===== config.mk =====
export PLATFORM = sky130hd
export DESIGN_NAME = alu_core
export DESIGN_NICKNAME = d
export VERILOG_FILES = /design/src/rtl/alu_pkg.sv /design/src/rtl/alu_mul_pipe.sv /design/src/rtl/alu_core.sv
export SDC_FILE = /design/constraint.sdc
export NUM_CORES = 1
export LEC_CHECK = 0
export CAP_MARGIN = 30
export CORE_MARGIN = 1
export CORE_UTILIZATION = 53
export DETAILED_ROUTE_END_ITERATION = 12
export GPL_TIMING_DRIVEN = 1
export PLACE_DENSITY_LB_ADDON = 0.08
export SLEW_MARGIN = 20
export SYNTH_ARGS = -nofsm -noshare
export SYNTH_HDL_FRONTEND = slang
export SYNTH_SLANG_ARGS = --single-unit

===== constraint.sdc =====
create_clock -name clk -period 4 [get_ports clk]
set_clock_uncertainty 0.2 [all_clocks]
set_input_delay 0.4 -clock clk [delete_from_list [all_inputs] [get_ports clk]]
set_output_delay 0.4 -clock clk [all_outputs]
set_load 0.02 [all_outputs]

===== src/rtl/alu_pkg.sv =====
// Shared opcodes, FSM state type and default sizing for the alu_core slice.
package alu_pkg;

   localparam logic [2:0] OP_NOP = 3'b000;
   localparam logic [2:0] OP_ADD = 3'b001;
   localparam logic [2:0] OP_AND = 3'b010;
   localparam logic [2:0] OP_XOR = 3'b011;
   localparam logic [2:0] OP_MUL = 3'b100;

   localparam int DEF_DATA_W  = 8;
   localparam int DEF_MUL_LAT = 3;

   typedef enum logic [1:0] {
      IDLE    = 2'd0,
      BUSY    = 2'd1,
      RELEASE = 2'd2
   } fsm_state_t;

   function automatic logic is_illegal(input logic [2:0] op);
      return op > OP_MUL;
   endfunction

   // Edges from capture to done; only mul takes longer than one edge.
   function automatic logic [3:0] op_latency(input logic [2:0] op, input logic [3:0] mul_lat);
      return (op == OP_MUL) ? mul_lat : 4'd1;
   endfunction

endpackage


===== src/rtl/alu_mul_pipe.sv =====
// Registered unsigned multiplier: the product of a_i*b_i appears on p_o after STAGES edges.
module alu_mul_pipe #(
   parameter int DATA_W = 8,
   parameter int STAGES = 2
) (
   input  logic                  clk,
   input  logic                  rst_n,
   input  logic [DATA_W-1:0]     a_i,
   input  logic [DATA_W-1:0]     b_i,
   output logic [2*DATA_W-1:0]   p_o
);

   localparam int RES_W = 2*DATA_W;

   logic [RES_W-1:0] prod_d;
   logic [RES_W-1:0] stage_q [STAGES];

   assign prod_d = RES_W'(a_i) * RES_W'(b_i);

   always_ff @(posedge clk or negedge rst_n) begin
      if (!rst_n) begin
         for (int i = 0; i < STAGES; i++) stage_q[i] <= '0;
      end else begin
         stage_q[0] <= prod_d;
         for (int i = 1; i < STAGES; i++) stage_q[i] <= stage_q[i-1];
      end
   end

   assign p_o = stage_q[STAGES-1];

endmodule


===== src/rtl/alu_core.sv =====
// start/done ALU responder: add, and, xor, pipelined mul; one-cycle done pulse.
// Optional illegal-opcode error reporting is enabled by defining ALU_ILLEGAL_OP_ERR_EN.
module alu_core
   import alu_pkg::*;
#(
   parameter int DATA_W  = DEF_DATA_W,
   parameter int MUL_LAT = DEF_MUL_LAT
) (
   input  logic                  clk,
   input  logic                  reset_n,
   input  logic                  start,
   input  logic [2:0]            op,
   input  logic [DATA_W-1:0]     A,
   input  logic [DATA_W-1:0]     B,
   output logic                  done,
   output logic [2*DATA_W-1:0]   result,
   output fsm_state_t            state_dbg
`ifdef ALU_ILLEGAL_OP_ERR_EN
   ,output logic                 err
`endif
);

   // Handshake: a command is accepted at an IDLE edge with start=1 and op!=NOP;
   // done pulses once, and start must drop before another command is accepted.

   localparam int RES_W = 2*DATA_W;

   fsm_state_t        state_q;
   logic [2:0]        op_q;
   logic [DATA_W-1:0] a_q;
   logic [DATA_W-1:0] b_q;
   logic [3:0]        cnt_q;
   logic [RES_W-1:0]  product;
   logic [RES_W-1:0]  result_d;

   alu_mul_pipe #(
      .DATA_W (DATA_W),
      .STAGES (MUL_LAT-1)
   ) u_mul (
      .clk   (clk),
      .rst_n (reset_n),
      .a_i   (a_q),
      .b_i   (b_q),
      .p_o   (product)
   );

   always_comb begin
      result_d = '0;
      case (op_q)
         OP_ADD:  result_d = RES_W'(a_q) + RES_W'(b_q);
         OP_AND:  result_d = RES_W'(a_q & b_q);
         OP_XOR:  result_d = RES_W'(a_q ^ b_q);
         OP_MUL:  result_d = product;
         OP_NOP:  result_d = '0;
`ifdef ALU_ILLEGAL_OP_ERR_EN
         default: result_d = '1;
`else
         default: result_d = '0;
`endif
      endcase
   end

   always_ff @(posedge clk or negedge reset_n) begin
      if (!reset_n) begin
         state_q <= IDLE;
         op_q    <= OP_NOP;
         a_q     <= '0;
         b_q     <= '0;
         cnt_q   <= '0;
         done    <= 1'b0;
         result  <= '0;
`ifdef ALU_ILLEGAL_OP_ERR_EN
         err     <= 1'b0;
`endif
      end else begin
         done <= 1'b0;
`ifdef ALU_ILLEGAL_OP_ERR_EN
         err  <= 1'b0;
`endif
         case (state_q)
            IDLE: begin
               if (start && op != OP_NOP) begin
                  op_q    <= op;
                  a_q     <= A;
                  b_q     <= B;
                  cnt_q   <= op_latency(op, 4'(MUL_LAT));
                  state_q <= BUSY;
               end
            end
            BUSY: begin
               cnt_q <= cnt_q - 4'd1;
               if (cnt_q == 4'd1) begin
                  done    <= 1'b1;
                  result  <= result_d;
`ifdef ALU_ILLEGAL_OP_ERR_EN
                  err     <= is_illegal(op_q);
`endif
                  state_q <= RELEASE;
               end
            end
            RELEASE: begin
               if (!start) state_q <= IDLE;
            end
            default: state_q <= IDLE;
         endcase
      end
   end

   assign state_dbg = state_q;

endmodule


Word-level counts from Yosys, hierarchy flattened
Cells that the tools add are included.
{"block": "classes", "add_sub_neg": 2, "n_mul": 1, "n_div": 0, "magnitude_cmp": 0, "n_eq_ne": 11, "n_shift": 0, "mux": 10, "n_bitwise": 2, "reduce_logical": 8}
{"op": "case mux 16 bit (4 select lines)", "n": 1}
{"op": "multiplier 8 x 8 -> 16 bit", "n": 1}
{"op": "adder 8 x 8 -> 9 bit", "n": 1}
{"op": "bitwise AND 8 bit", "n": 1}
{"op": "two-way mux 2 bit", "n": 4}
{"op": "case mux 4 bit (2 select lines)", "n": 1}
{"op": "XOR 8 bit", "n": 1}
{"op": "equality test 3 x 2 -> 1 bit, second input constant", "n": 2}
{"op": "equality test 3 bit, second input constant", "n": 2}
{"op": "inequality test 2 bit, second input constant", "n": 3}
{"op": "case mux 2 bit (3 select lines)", "n": 1}
{"op": "AND reduction 2 bit", "n": 3}
{"op": "equality test 4 x 1 -> 1 bit, second input constant", "n": 1}
{"op": "two-way mux 4 bit", "n": 1}
{"op": "subtractor 4 x 1 -> 4 bit, second input constant", "n": 1}
{"op": "equality test 3 x 1 -> 1 bit, second input constant", "n": 1}
{"op": "AND reduction 3 bit", "n": 1}
{"op": "nonzero test 3 bit", "n": 1}
{"op": "equality test 2 x 1 -> 1 bit, second input constant", "n": 1}
{"op": "equality test 2 bit, second input constant", "n": 1}
{"op": "zero test 2 bit", "n": 1}
{"op": "two-way mux 1 bit", "n": 2}
{"op": "nonzero test 2 bit", "n": 1}
{"op": "logical AND 1 bit", "n": 1}
{"block": "word_totals", "register_bits": 74, "latchBits": 0, "mem_bits_rw": 0, "rom_bits": 0, "mem_count": 0}

Longest topological paths before layout
{"block": "depth", "ltp_word": 4, "mapped_depth": 15, "mapped_depth_nobuf": 15}

Hierarchy
A second synthesis with hierarchy kept.
{"block": "unflattened", "hier_cells": 531, "area_unflattened_um2": 5439.0}
{"mod": "alu_mul_pipe", "n_inst": 1, "cells_each": 307, "area_per_inst_um2": 3124.2, "seq_area_each_um2": 800.8}
{"mod": "alu_core", "n_inst": 1, "cells_each": 224, "area_per_inst_um2": 2314.7, "seq_area_each_um2": 1051.0}

Worst setup path before layout
Ideal clock, no wire load.
{"block": "synth_path", "kind": "reg2reg", "from": "reg a_q[4]", "to": "reg u_mul.stage_q[31] (netlist name)", "arrival_ps": 3879, "setup_slack_ps": -159, "stages_incl_launch_ff": 13, "path_cell_list": "dfrtp_1 > ha_1 > fa_1 > fa_1 > fa_1 > inv_1 > fa_1 > inv_1 > ha_1 > o211ai_1 > o211a_1 > o31ai_2 > xnor2_1"}
{"block": "synth_between", "elab_chain_len": 1}
{"element": "start, declared", "line_no": "alu_core.sv:30", "text": "logic [DATA_W-1:0] a_q;"}
{"element": "start signal, assigned", "line_no": "alu_core.sv:67", "text": "a_q <= '0;"}
{"element": "start signal, assigned", "line_no": "alu_core.sv:84", "text": "a_q <= A;"}
{"element": "multiplier 8 x 8 -> 16 bit", "line_no": "alu_mul_pipe.sv:18", "text": "assign prod_d = RES_W'(a_i) * RES_W'(b_i);"}
{"element": "net u_mul.prod_d[15]", "line_no": "alu_mul_pipe.sv:15", "text": "logic [RES_W-1:0] prod_d;"}
{"element": "end, declared", "line_no": "alu_mul_pipe.sv:16", "text": "logic [RES_W-1:0] stage_q [STAGES];"}
The timed path passes the listed nets, and every way through them passes these cells.
A chain may end at the register's enable or synchronous reset.

Worst setup path after layout
{"block": "layout_path", "from": "reg a_q[3]", "to": "reg u_mul.stage_q[31] (netlist name)"}
Same word-level chain as after synthesis.

==> flow_metrics.env <==
export IMPL_totalWireLength_um=10500
export IMPL_path_clk_slew_ns=0.08
export IMPL_antenna_left=0
export IMPL_ys_ff_latch=74
export IMPL_synth_top_flop_cell="sky130_fd_sc_hd__dfrtp_1"
export IMPL_critical_path_arrival_ns=4.17
export IMPL_grt_ovfl_total=0
export IMPL_worstSetupStartpointType="flop"
export IMPL_dpl_cell_count=670
export IMPL_wl_per_cell_um=15.0
export IMPL_clk_path_buf_depth=2
export IMPL_synth_cell_area_um2=5040
export IMPL_firstDrtPassIters=4
export IMPL_seq_area_frac_synth_pct=36.7
export IMPL_violations="setup timing"
export IMPL_final_util_pct=69.0
export IMPL_grt_pass1_wl_um=18000
export IMPL_hpwl_um=7790
export IMPL_cts_tree="done"
export IMPL_cp_data_required_time_ns=4.06
export IMPL_result_of_the_run="finished with violations"
export IMPL_critPathMaxFanout=8
export IMPL_routabilityCongestion=0.814
export IMPL_core_area_um2=9240
export IMPL_finalHoldViolations=0
export IMPL_pin_count_of_the_biggest_net_entering_global_routing=47
export IMPL_die_area_um2=9910
export IMPL_synthArstFlopShare_pct=100
export IMPL_finalNonFillerCells=697
export IMPL_route_detailed_drc=0
export IMPL_critPathCaptureType="flop"
export IMPL_hold_path_class="flop to flop"
export IMPL_synth_cell_types=46
export IMPL_syn_num_nets=576
export IMPL_post_synth_inst_count=471
export IMPL_max_fclk_mhz=243
export IMPL_die_w_um=99.5
export IMPL_seqCellArea_um2=1860
export IMPL_htreeDepth=3
export IMPL_worst_slew_pin_transition_ns=0.648
export IMPL_unrepaired_setup_endpoints_after_global_routing="yes"
export IMPL_slew_limit_headroom_pct=56.7
export IMPL_antenna_found_initial=0
export IMPL_dr_first_iter_drc_count=79
export IMPL_number_of_flops_mapped_to_enable_cells_by_yosys=0
export IMPL_postSynthAreaPerCell_um2=10.7
export IMPL_boundary_pins=41
export IMPL_drv_max_cap_violation_count=0
export IMPL_finalInstanceArea_um2=6380
export IMPL_gr_usage_all_layers_pct=23.7
export IMPL_period_share_pct=103
export IMPL_cts_sinks=74
export IMPL_place_area_um2=5850
export IMPL_timing_max_transition_violations_final=0
export IMPL_setup_viol_count_final=3
export IMPL_syn2layout_area_growth_pct=26.5
export IMPL_via_count_of_the_first_global_routing_pass=3753
export IMPL_multi_input_area_um2=3140
export IMPL_setup_worst_path_class="flop to flop"
export IMPL_placementRows=35
export IMPL_post_route_cells_drive_above_1_share_pct=26.2
export IMPL_via_count=3503
export IMPL_place_port_buffers=40
export IMPL_period_needed_ns=4.11
export IMPL_root_buffer="sky130_fd_sc_hd__clkbuf_8"
export IMPL_final_net_count=669
export IMPL_n_fill_cell=717
export IMPL_post_route_worst_setup_slack_ns=-0.111
export IMPL_initial_core_util_pct=54.6
export IMPL_antenna_cells_inserted=0
export IMPL_vias_per_cell=5.03
export IMPL_worst_skew_pair_latency_ns=0.36
export IMPL_yosysWarnings=0
export IMPL_inserted_clock_buffers=9
export IMPL_die_y_um=99.5
-- per-stage QoR --
| step | TNS (ns) | setup WS [ns] | hold WS [ns] |
|---|---|---|---|
| after floorplan | -0.0595 | -0.0298 | -0.0956 |
| after global placement | -1.15 | -0.201 | 0.133 |
| after detailed placement | -1.53 | -0.246 | 0.135 |
| after CTS | -0.0381 | -0.0381 | 0.145 |
| after global routing | -0.850 | -0.225 | 0.156 |
| final | -0.211 | -0.111 | 0.143 |
-- synth_stat cells, types with 2 or more instances --
cell type	n	area, um^2
sky130_fd_sc_hd__fa_1	37	741
sky130_fd_sc_hd__a211oi_1	3	22.5
sky130_fd_sc_hd__mux2_2	21	236
sky130_fd_sc_hd__nor2b_1	2	12.5
sky130_fd_sc_hd__a21o_1	5	37.5
sky130_fd_sc_hd__nor2_1	14	52.6
sky130_fd_sc_hd__ha_1	46	576
sky130_fd_sc_hd__a21oi_1	18	90.1
sky130_fd_sc_hd__nand2b_1	5	31.3
sky130_fd_sc_hd__o21ai_0	15	75.1
sky130_fd_sc_hd__a31oi_1	3	18.8
sky130_fd_sc_hd__mux2i_1	5	50.1
sky130_fd_sc_hd__o21bai_1	2	15.0
sky130_fd_sc_hd__inv_1	62	233
sky130_fd_sc_hd__and2_1	46	288
sky130_fd_sc_hd__o21ai_1	3	15.0
sky130_fd_sc_hd__a221oi_1	4	35.0
sky130_fd_sc_hd__a22oi_1	2	15.0
sky130_fd_sc_hd__buf_6	2	22.5
sky130_fd_sc_hd__xor2_1	6	52.6
sky130_fd_sc_hd__dfrtp_1	74	1850
sky130_fd_sc_hd__nand2_1	41	154
sky130_fd_sc_hd__buf_4	3	22.5
sky130_fd_sc_hd__xnor2_1	13	114
sky130_fd_sc_hd__o211ai_1	6	45.0
sky130_fd_sc_hd__nor3b_1	3	22.5
sky130_fd_sc_hd__nand3_1	10	50.1
sky130_fd_sc_hd__nor3_1	2	10.0
-- state kept, by name (all words and copies together) (netlist names) --
register and flops:
result 16, u_mul.p_o 16, u_mul.stage_q 16, a_q 8, b_q 8, cnt_q 4
op_q 3, state_dbg 2, done 1
-- what timing repair did --
item / in CTS / in global routing
gates resized for setup: 32 / 38
hold buffers: 1 / 0
cloned: 0 / 0
buffers inserted: 7 / 4
pin swaps: 24 / 23
hold endpoints to repair: 28 / 0
setup endpoints to repair: 8 / 8
-- layer usage --
layer	global-route usage (%)	share of wire, %	up-vias
met1	29.8	46	1725
li1	-	-	1735
met3	3.72	1.8	7
met5	0	0	-
met4	6.22	0.92	0
met2	42.5	51	36
-- worst max-delay path, stage by stage (launching register included) --
cell	delay, ns
sky130_fd_sc_hd__dfrtp_2	0.47
sky130_fd_sc_hd__and2_4	0.17
sky130_fd_sc_hd__fa_2	0.60
sky130_fd_sc_hd__fa_2	0.45
sky130_fd_sc_hd__fa_1	0.49
sky130_fd_sc_hd__inv_1	0.05
sky130_fd_sc_hd__fa_1	0.48
sky130_fd_sc_hd__inv_2	0.04
sky130_fd_sc_hd__ha_4	0.28
sky130_fd_sc_hd__o211ai_1	0.11
sky130_fd_sc_hd__o211a_1	0.27
sky130_fd_sc_hd__o31ai_2	0.24
sky130_fd_sc_hd__xnor2_1	0.15
-- path summary, 6_finish.rpt --
check / endpoint / slack (ns) / cells past startpoint / start
worst min-delay path: u_mul.p_o[11] / 0.14 / 0 / u_mul.stage_q[27]
worst max register to register: u_mul.stage_q[31] / -0.11 / 12 / a_q[3]
worst min register to register: u_mul.p_o[11] / 0.14 / 0 / u_mul.stage_q[27]
min in group asynchronous: cnt_q[0] / 0.40 / 2 / reset_n
max in group asynchronous: u_mul.p_o[13] / 2.19 / 3 / reset_n
worst max-delay path: u_mul.stage_q[31] / -0.11 / 12 / a_q[3]
-- final cells by class --
type                       count  area share (%)
multi-input combinational    327            49.3
sequential                    74            29.2
timing repair buffer          89            12.4
inverter                      63            3.71
tap                          129            2.53
clock buffer                  10            2.00
clock inverter                 5           0.883
-- placed cells by master (no fill, tap or decap), drive strengths merged, types with 4 or more instances in the layout --
cell,n
xor2,6
nor3,4
o21ai,19
clkbuf,10
a221oi,4
mux2i,5
nor3b,4
buf,49
a21oi,18
fa,37
nand2b,5
nand3,10
a21o,5
and2,46
inv,63
mux2,21
ha,46
clkdlybuf4s50,39
xnor2,13
nand2,42
dfrtp,74
nor2,14
o211ai,6
-- kinds of logic (layout without fill, tap and decap cells) --
logic type               count (synthesis)  in the layout  synth area share (%)
AO/OA/AOI/OAI                           68             68                  8.56
adder cells (fa/ha/maj)                 83             83                  26.1
XOR/XNOR                                19             19                  3.30
flip-flops                              74             74                  36.7
buffers and inverters                   70            167                  5.76
AND/OR/NAND/NOR                        131            131                  13.9
multiplexers                            26             26                  5.68
Power is left out: the tool's default activity adds up to more than one toggle a clock period on the data nets, which glitch-free logic cannot reach.
